`config.mk`:
```
export PLATFORM = sky130hd
export DESIGN_NAME = rv_pipe_core
export DESIGN_NICKNAME = d
export VERILOG_FILES = /design/src/rtl/rv_pipe_pkg.sv /design/src/rtl/rv_pipe_regfile.sv /design/src/rtl/rv_pipe_core.sv
export SDC_FILE = /design/constraint.sdc
export NUM_CORES = 2
export LEC_CHECK = 0
export ABC_AREA = 1
export ABC_CLOCK_PERIOD_IN_PS = 4000
export CAP_MARGIN = 30
export CORE_MARGIN = 2
export CORE_UTILIZATION = 45
export DETAILED_ROUTE_END_ITERATION = 8
export PLACE_DENSITY_LB_ADDON = 0.2
export REMOVE_ABC_BUFFERS = 1
export SYNTH_ARGS = -nofsm -noshare
export SYNTH_HDL_FRONTEND = slang
export SYNTH_SLANG_ARGS = --single-unit
```
`constraint.sdc`:
```
create_clock -name clk -period 4 [get_ports clk]
set_input_delay 0.4 -clock clk [delete_from_list [all_inputs] [get_ports clk]]
set_output_delay 0.4 -clock clk [all_outputs]
set_load 0.05 [all_outputs]
```
`src/rtl/rv_pipe_pkg.sv`:
```
// Shared opcodes, ALU operations and decoded control for the three-stage core.
// Decode is a pure function so the ID stage is a single combinational block.
package rv_pipe_pkg;

   localparam logic [6:0] OPC_OP     = 7'b0110011;
   localparam logic [6:0] OPC_OP_IMM = 7'b0010011;
   localparam logic [6:0] OPC_LUI    = 7'b0110111;

   typedef enum logic [3:0] {
      ALU_ADD, ALU_SUB, ALU_SLL, ALU_SLT, ALU_SLTU,
      ALU_XOR, ALU_SRL, ALU_SRA, ALU_OR, ALU_AND, ALU_LUI
   } alu_op_e;

   typedef struct packed {
      alu_op_e    op;
      logic       use_rs1;
      logic       use_rs2;
      logic       use_imm;
      logic       wr_en;
      logic       illegal;
      logic [4:0] rd;
      logic [4:0] rs1;
      logic [4:0] rs2;
   } ctl_t;

   function automatic ctl_t decode(input logic [31:0] ins,
                                   input int nreg,
                                   input int xlen);
      ctl_t       c;
      logic [6:0] f7;
      logic [2:0] f3;
      logic       ok;
      logic       sh_ok;
      f7    = ins[31:25];
      f3    = ins[14:12];
      c     = '0;
      c.rd  = ins[11:7];
      c.rs1 = ins[19:15];
      c.rs2 = ins[24:20];
      ok    = 1'b1;
      // shamt bit 5 lives in funct7[0] and is only legal on RV64
      sh_ok = (xlen == 64) || !f7[0];
      case (ins[6:0])
         OPC_OP: begin
            c.use_rs1 = 1'b1;
            c.use_rs2 = 1'b1;
            ok = (f7 == 7'h00) ||
                 (f7 == 7'h20 && (f3 == 3'b000 || f3 == 3'b101));
            case (f3)
               3'b000: c.op = f7[5] ? ALU_SUB : ALU_ADD;
               3'b001: c.op = ALU_SLL;
               3'b010: c.op = ALU_SLT;
               3'b011: c.op = ALU_SLTU;
               3'b100: c.op = ALU_XOR;
               3'b101: c.op = f7[5] ? ALU_SRA : ALU_SRL;
               3'b110: c.op = ALU_OR;
               3'b111: c.op = ALU_AND;
            endcase
         end
         OPC_OP_IMM: begin
            c.use_rs1 = 1'b1;
            c.use_imm = 1'b1;
            case (f3)
               3'b000: c.op = ALU_ADD;
               3'b001: begin
                  c.op = ALU_SLL;
                  ok   = (f7[6:1] == 6'd0) && sh_ok;
               end
               3'b010: c.op = ALU_SLT;
               3'b011: c.op = ALU_SLTU;
               3'b100: c.op = ALU_XOR;
               3'b101: begin
                  c.op = f7[5] ? ALU_SRA : ALU_SRL;
                  ok   = !f7[6] && (f7[4:1] == 4'd0) && sh_ok;
               end
               3'b110: c.op = ALU_OR;
               3'b111: c.op = ALU_AND;
            endcase
         end
         OPC_LUI: begin
            c.use_imm = 1'b1;
            c.op      = ALU_LUI;
         end
         default: ok = 1'b0;
      endcase
      if (int'(c.rd) >= nreg) ok = 1'b0;
      if (c.use_rs1 && int'(c.rs1) >= nreg) ok = 1'b0;
      if (c.use_rs2 && int'(c.rs2) >= nreg) ok = 1'b0;
      c.illegal = !ok;
      c.wr_en   = ok;
      if (!ok) begin
         c.use_rs1 = 1'b0;
         c.use_rs2 = 1'b0;
      end
      return c;
   endfunction

endpackage

```
`src/rtl/rv_pipe_regfile.sv`:
```
// Two-read one-write register file with write-through and x0 hardwired to 0.
// Out-of-range addresses read as zero and never write.
module rv_pipe_regfile #(
   parameter int XLEN = 32,
   parameter int NREG = 32
) (
   input  logic            clk,
   input  logic            rst,
   input  logic [4:0]      ra1,
   output logic [XLEN-1:0] rd1,
   input  logic [4:0]      ra2,
   output logic [XLEN-1:0] rd2,
   input  logic            we,
   input  logic [4:0]      wa,
   input  logic [XLEN-1:0] wd
);

   localparam int AW = $clog2(NREG);

   logic [XLEN-1:0] rf [NREG];

   function automatic logic in_range(input logic [4:0] a);
      return int'(a) < NREG;
   endfunction

   always_ff @(posedge clk) begin
      if (rst) begin
         for (int i = 0; i < NREG; i++) rf[i] <= '0;
      end else if (we && wa != 5'd0 && in_range(wa)) begin
         rf[wa[AW-1:0]] <= wd;
      end
   end

   always_comb begin
      rd1 = rf[ra1[AW-1:0]];
      rd2 = rf[ra2[AW-1:0]];
      if (we && wa == ra1) rd1 = wd;
      if (we && wa == ra2) rd2 = wd;
      if (ra1 == 5'd0 || !in_range(ra1)) rd1 = '0;
      if (ra2 == 5'd0 || !in_range(ra2)) rd2 = '0;
   end

endmodule

```
`src/rtl/rv_pipe_core.sv`:
```
// Three-stage (ID, EX, WB) integer core for OP, OP-IMM and LUI.
// BYPASS selects WB->EX forwarding or interlock stalls in ID.
module rv_pipe_core
   import rv_pipe_pkg::*;
#(
   parameter int XLEN   = 32,
   parameter int NREG   = 32,
   parameter int BYPASS = 1
) (
   input  logic            clk,
   input  logic            rst,
   input  logic [31:0]     in,
   input  logic            in_valid,
   output logic            in_ready,
   output logic [XLEN-1:0] alu_output_data,
   output logic            out_valid,
   output logic [4:0]      out_rd,
   output logic            illegal
);

   localparam int SW = $clog2(XLEN);

   logic            rdy_q;
   logic            id_valid;
   logic [31:0]     id_ins;
   ctl_t            ctl;
   logic [XLEN-1:0] id_imm;
   logic [XLEN-1:0] rs1_val;
   logic [XLEN-1:0] rs2_val;
   logic            stall;

   logic            ex_valid;
   logic            ex_use_imm;
   logic            ex_wr;
   logic            ex_ill;
   alu_op_e         ex_op;
   logic [4:0]      ex_rd;
   logic [4:0]      ex_rs1;
   logic [4:0]      ex_rs2;
   logic [XLEN-1:0] ex_a;
   logic [XLEN-1:0] ex_b;
   logic [XLEN-1:0] ex_imm;
   logic [XLEN-1:0] op_a;
   logic [XLEN-1:0] op_b;
   logic [XLEN-1:0] alu_res;

   logic            wb_valid;
   logic            wb_wr;
   logic            wb_ill;
   logic [4:0]      wb_rd;
   logic [XLEN-1:0] wb_data;

   function automatic logic hit(input logic [4:0] rs,
                                input logic       v,
                                input logic       w,
                                input logic [4:0] rd);
      return v && w && rd != 5'd0 && rd == rs;
   endfunction

   assign ctl = decode(id_ins, NREG, XLEN);

   always_comb begin
      id_imm = XLEN'($signed(id_ins[31:20]));
      if (id_ins[6:0] == OPC_LUI)
         id_imm = XLEN'($signed({id_ins[31:12], 12'h000}));
   end

   rv_pipe_regfile #(.XLEN(XLEN), .NREG(NREG)) u_rf (
      .clk (clk),
      .rst (rst),
      .ra1 (ctl.rs1),
      .rd1 (rs1_val),
      .ra2 (ctl.rs2),
      .rd2 (rs2_val),
      .we  (wb_valid && wb_wr),
      .wa  (wb_rd),
      .wd  (wb_data)
   );

   always_comb begin
      stall = 1'b0;
      if (BYPASS == 0 && id_valid)
         stall = (ctl.use_rs1 &&
                  (hit(ctl.rs1, ex_valid, ex_wr, ex_rd) ||
                   hit(ctl.rs1, wb_valid, wb_wr, wb_rd))) ||
                 (ctl.use_rs2 &&
                  (hit(ctl.rs2, ex_valid, ex_wr, ex_rd) ||
                   hit(ctl.rs2, wb_valid, wb_wr, wb_rd)));
   end

   // rdy_q keeps in_ready low for the first cycle after reset
   assign in_ready = rdy_q && !rst && !stall;

   always_comb begin
      op_a = ex_a;
      op_b = ex_use_imm ? ex_imm : ex_b;
      if (BYPASS != 0 && hit(ex_rs1, wb_valid, wb_wr, wb_rd))
         op_a = wb_data;
      if (BYPASS != 0 && !ex_use_imm && hit(ex_rs2, wb_valid, wb_wr, wb_rd))
         op_b = wb_data;
   end

   always_comb begin
      alu_res = '0;
      case (ex_op)
         ALU_ADD:  alu_res = op_a + op_b;
         ALU_SUB:  alu_res = op_a - op_b;
         ALU_SLL:  alu_res = op_a << op_b[SW-1:0];
         ALU_SLT:  alu_res = XLEN'($signed(op_a) < $signed(op_b));
         ALU_SLTU: alu_res = XLEN'(op_a < op_b);
         ALU_XOR:  alu_res = op_a ^ op_b;
         ALU_SRL:  alu_res = op_a >> op_b[SW-1:0];
         ALU_SRA:  alu_res = $signed(op_a) >>> op_b[SW-1:0];
         ALU_OR:   alu_res = op_a | op_b;
         ALU_AND:  alu_res = op_a & op_b;
         ALU_LUI:  alu_res = op_b;
         default:  alu_res = '0;
      endcase
   end

   always_ff @(posedge clk) begin
      if (rst) begin
         rdy_q      <= 1'b0;
         id_valid   <= 1'b0;
         id_ins     <= '0;
         ex_valid   <= 1'b0;
         ex_use_imm <= 1'b0;
         ex_wr      <= 1'b0;
         ex_ill     <= 1'b0;
         ex_op      <= ALU_ADD;
         ex_rd      <= '0;
         ex_rs1     <= '0;
         ex_rs2     <= '0;
         ex_a       <= '0;
         ex_b       <= '0;
         ex_imm     <= '0;
         wb_valid   <= 1'b0;
         wb_wr      <= 1'b0;
         wb_ill     <= 1'b0;
         wb_rd      <= '0;
         wb_data    <= '0;
      end else begin
         rdy_q <= 1'b1;
         if (!stall) begin
            id_valid <= in_valid && in_ready;
            id_ins   <= in;
         end
         ex_valid   <= id_valid && !stall;
         ex_use_imm <= ctl.use_imm;
         ex_wr      <= ctl.wr_en;
         ex_ill     <= ctl.illegal;
         ex_op      <= ctl.op;
         ex_rd      <= ctl.rd;
         ex_rs1     <= ctl.rs1;
         ex_rs2     <= ctl.rs2;
         ex_a       <= rs1_val;
         ex_b       <= rs2_val;
         ex_imm     <= id_imm;
         wb_valid   <= ex_valid;
         wb_wr      <= ex_wr;
         wb_ill     <= ex_ill;
         wb_rd      <= ex_rd;
         wb_data    <= ex_ill ? '0 : alu_res;
      end
   end

   assign out_valid       = wb_valid && !rst;
   assign illegal         = wb_valid && wb_ill && !rst;
   assign alu_output_data = rst ? '0 : wb_data;
   assign out_rd          = rst ? '0 : wb_rd;

endmodule

```
==> flow_summary.json <==
{
  "grt_setup_unrepaired": "yes",
  "syn2layout_area_growth_pct": 16.4,
  "ys_ff_latch": 1217,
  "clock_sinks": 1217,
  "grt_first_pass_wirelength_um": 468000,
  "power_density_mw_per_mm2": 417,
  "yosysWarnings": 0,
  "p_leak_uw": 0.0315,
  "fp.dieH_um": 402,
  "syn_inst": 9064,
  "rows": 146,
  "fill_cells": 14893,
  "num_vias": 72162,
  "rr_worst_depth": 21,
  "p_comb_share_pct": 21.2,
  "drive_above_1_share_pct": 12.8,
  "drc": 1,
  "routabilityCongestion": 1.06,
  "yosysTopAreaCell": "edfxtp_1",
  "start_util_pct": 45.1,
  "hpwl_um": 218000,
  "clk_pin_slew_worst_paths_ns": 0.06,
  "ctsHoldBuffers": 0,
  "min_period_ns": 3.95,
  "htree_num_levels": 4,
  "clkPwrFrac_pct": 36.7,
  "synth_area_mm2": 0.0712,
  "die_x_um": 402,
  "drt-pass1-iter-count": 9,
  "synth_top_area_share_pct": 43.2,
  "cp.arrival_ns": 4.69,
  "clockBufferDepth": 3,
  "cp-end-kind": "register",
  "swShare_pct": 31.7,
  "grt_start_max_net_pins": 122,
  "core_area_mm2": 0.158,
  "vias_per_cell": 6.30,
  "report.power.total_uw": 34600,
  "synth_commonest_cells": "1878 x nor2_1, 1609 x o21ai_0, 1024 x edfxtp_1",
  "synth_flop_cell": "edfxtp_1",
  "pwr-share-seq_pct": 42.0,
  "ios": 75,
  "cts_tree": "yes",
  "power.switching_uw": 11000,
  "clock_skew_ns": 0.0511,
  "synth_area_leaders": "edfxtp_1 43%, o21ai_0 11%, nor2_1 9.9%",
  "routed_wl_um": 331000,
  "path_class": "register to register",
  "postSynth.asyncResetShare_pct": 0,
  "dp_slack_ns": -0.285,
  "drt_iter0_drc": 11622,
  "drv_slew": 0,
  "overflow": 0,
  "ys_types": 63,
  "io_buffers": 74,
  "min_path_type": "primary input to register",
  "status": "finished, violations left",
  "wl_per_cell_um": 28.9,
  "cts_buffers": 140,
  "cts_root_buf": "clkbuf_16",
  "violations": "design-rule violations",
  "fin_crit_sh_pct": 98.8,
  "yosysSeqAreaShare_pct": 48.6,
  "synth_most_common_cell": "nor2_1",
  "grt_pass1_vias": 66873,
  "hold_viol": 0,
  "critPathRequiredTime_ns": 4.74,
  "fmax_mhz": 253,
  "setup_viol": 0,
  "avgSynthCellArea_um2": 7.86,
  "antenna_found_initial": 10,
  "track_usage_pct": 39.6,
  "clk-insertion-delay-late_ns": 0.82,
  "power.internal_uw": 23600,
  "nets": 9399,
  "fin_ws_ns": 0.0494,
  "hold_slack_ns": 0.100,
  "crit_fanout": 12,
  "dieArea_mm2": 0.162,
  "min_path_cells": 3,
  "synth_edf_count": 1024,
  "drv_cap": 0,
  "ant_nets": 0,
  "tightestPinTransition_ns": 1.16,
  "max_slew_margin_pct": 22.7,
  "start_kind": "register",
  "final_util_pct": 52.5,
  "finalSetupTns_ns": 0,
  "ir_worst_vdd_mv": 0.496
}
## power by group through the flow
stage                     combinational [uW]  clock, uW  sequential (uW)
after floorplan                         3490          0            14800
after global placement                  6950          0            14800
after detailed placement                6970          0            14800
after CTS                               7020      12700            14500
after global routing                    7770      13200            14600
final                                   7340      12700            14500
## registers in the layout, summed over array words and instances (netlist names), 4 cells and up
signal / flops
u_rf.rf: 1024
ex_a: 32
ex_b: 32
ex_imm: 32
id_ins: 32
wb_data: 32
ex_rd: 5
ex_rs1: 5
ex_rs2: 5
wb_rd: 5
ex_op: 4
## critical path, cell delays in order (launching register included)
cell and delay (ns):
dfxtp_2 0.36, nor2_2 0.15, nand3_1 0.18, nand2_2 0.14, inv_4 0.08, nand3_4 0.17, buf_4 0.20, buf_6 0.20
o21ai_0 0.25, o21ai_1 0.26, inv_1 0.09, ha_2 0.41, buf_4 0.16, inv_1 0.08, a21oi_1 0.20, o21ai_0 0.15
a211oi_1 0.27, buf_4 0.17, nand2_1 0.05, nand2_1 0.07, nand3_1 0.08, a21oi_2 0.13
## routing by layer
layer  wire length [um]  track usage [%]
met1             122000             50.9
met2             146000             61.2
met3              40100             8.91
met4              23400             23.4
met5                 68            0.119
## repair_timing
item,in CTS,in global routing
setup buffers,0,2
gates cloned,0,2
pin swaps,1,12
gates resized for setup,29,109
endpoints found under the setup margin,17,30
## cell type report
class	instances	area, um2	share of cell area (%)
clock buffer	192	3820	4.61
antenna	2	5.00	0.00604
clock inverter	62	606	0.730
timing repair buffer	815	7060	8.51
tap	2072	2590	3.13
sequential	1217	34700	41.8
inverter	705	2690	3.24
multi-input combinational	6384	31500	38.0
## placed cells by master, fill, tap and decap left out, types with 24 or more instances in the layout
| master | n |
|---|---|
| o211ai_1 | 147 |
| edfxtp_1 | 1024 |
| buf_4 | 676 |
| clkbuf_1 | 43 |
| o32ai_1 | 36 |
| nand4_1 | 37 |
| clkbuf_16 | 144 |
| a21oi_1 | 683 |
| clkinv_1 | 45 |
| ha_1 | 85 |
| nand2_1 | 832 |
| clkdlybuf4s50_1 | 73 |
| o21ai_2 | 37 |
| conb_1 | 32 |
| dfxtp_1 | 177 |
| a211oi_1 | 90 |
| o221ai_1 | 72 |
| nor2_1 | 1865 |
| inv_2 | 24 |
| inv_1 | 650 |
| o21ai_0 | 1573 |
| nor3_1 | 40 |
| o22ai_1 | 82 |
| buf_12 | 57 |
| o21bai_1 | 26 |
| nand2_2 | 91 |
| o21ai_1 | 49 |
| nand3_1 | 423 |
## path summary, 6_finish.rpt
path                                 from          to  slack [ns]
worst max-delay path             wb_rd[0]  wb_data[0]        0.05
worst min register to register  id_ins[9]    ex_rd[2]        0.40
worst min-delay path               in[25]  id_ins[25]        0.10
worst max register to register   wb_rd[0]  wb_data[0]        0.05
## through the flow
step,instance area [um2],cells
6_report,82900,11449
5_1_grt,82900,11447
4_1_cts,82500,11440
3_5_place_dp,78000,11186
3_3_place_gp,78000,11186
2_1_floorplan,68200,8305
## cells by family after synthesis
kind of cell | count (synthesis) | synth area share [%]
AOI/OAI and AO/OA | 2875 | 22.2
xor gates and xnor gates | 12 | 0.148
adders and majority gates | 101 | 1.79
buffers and inverters | 1495 | 8.14
DFF | 1217 | 48.6
muxes | 5 | 0.0702
other | 1 | 0.00526
and+or+nand+nor | 3358 | 19.1
(Power assumes the default switching activity.)
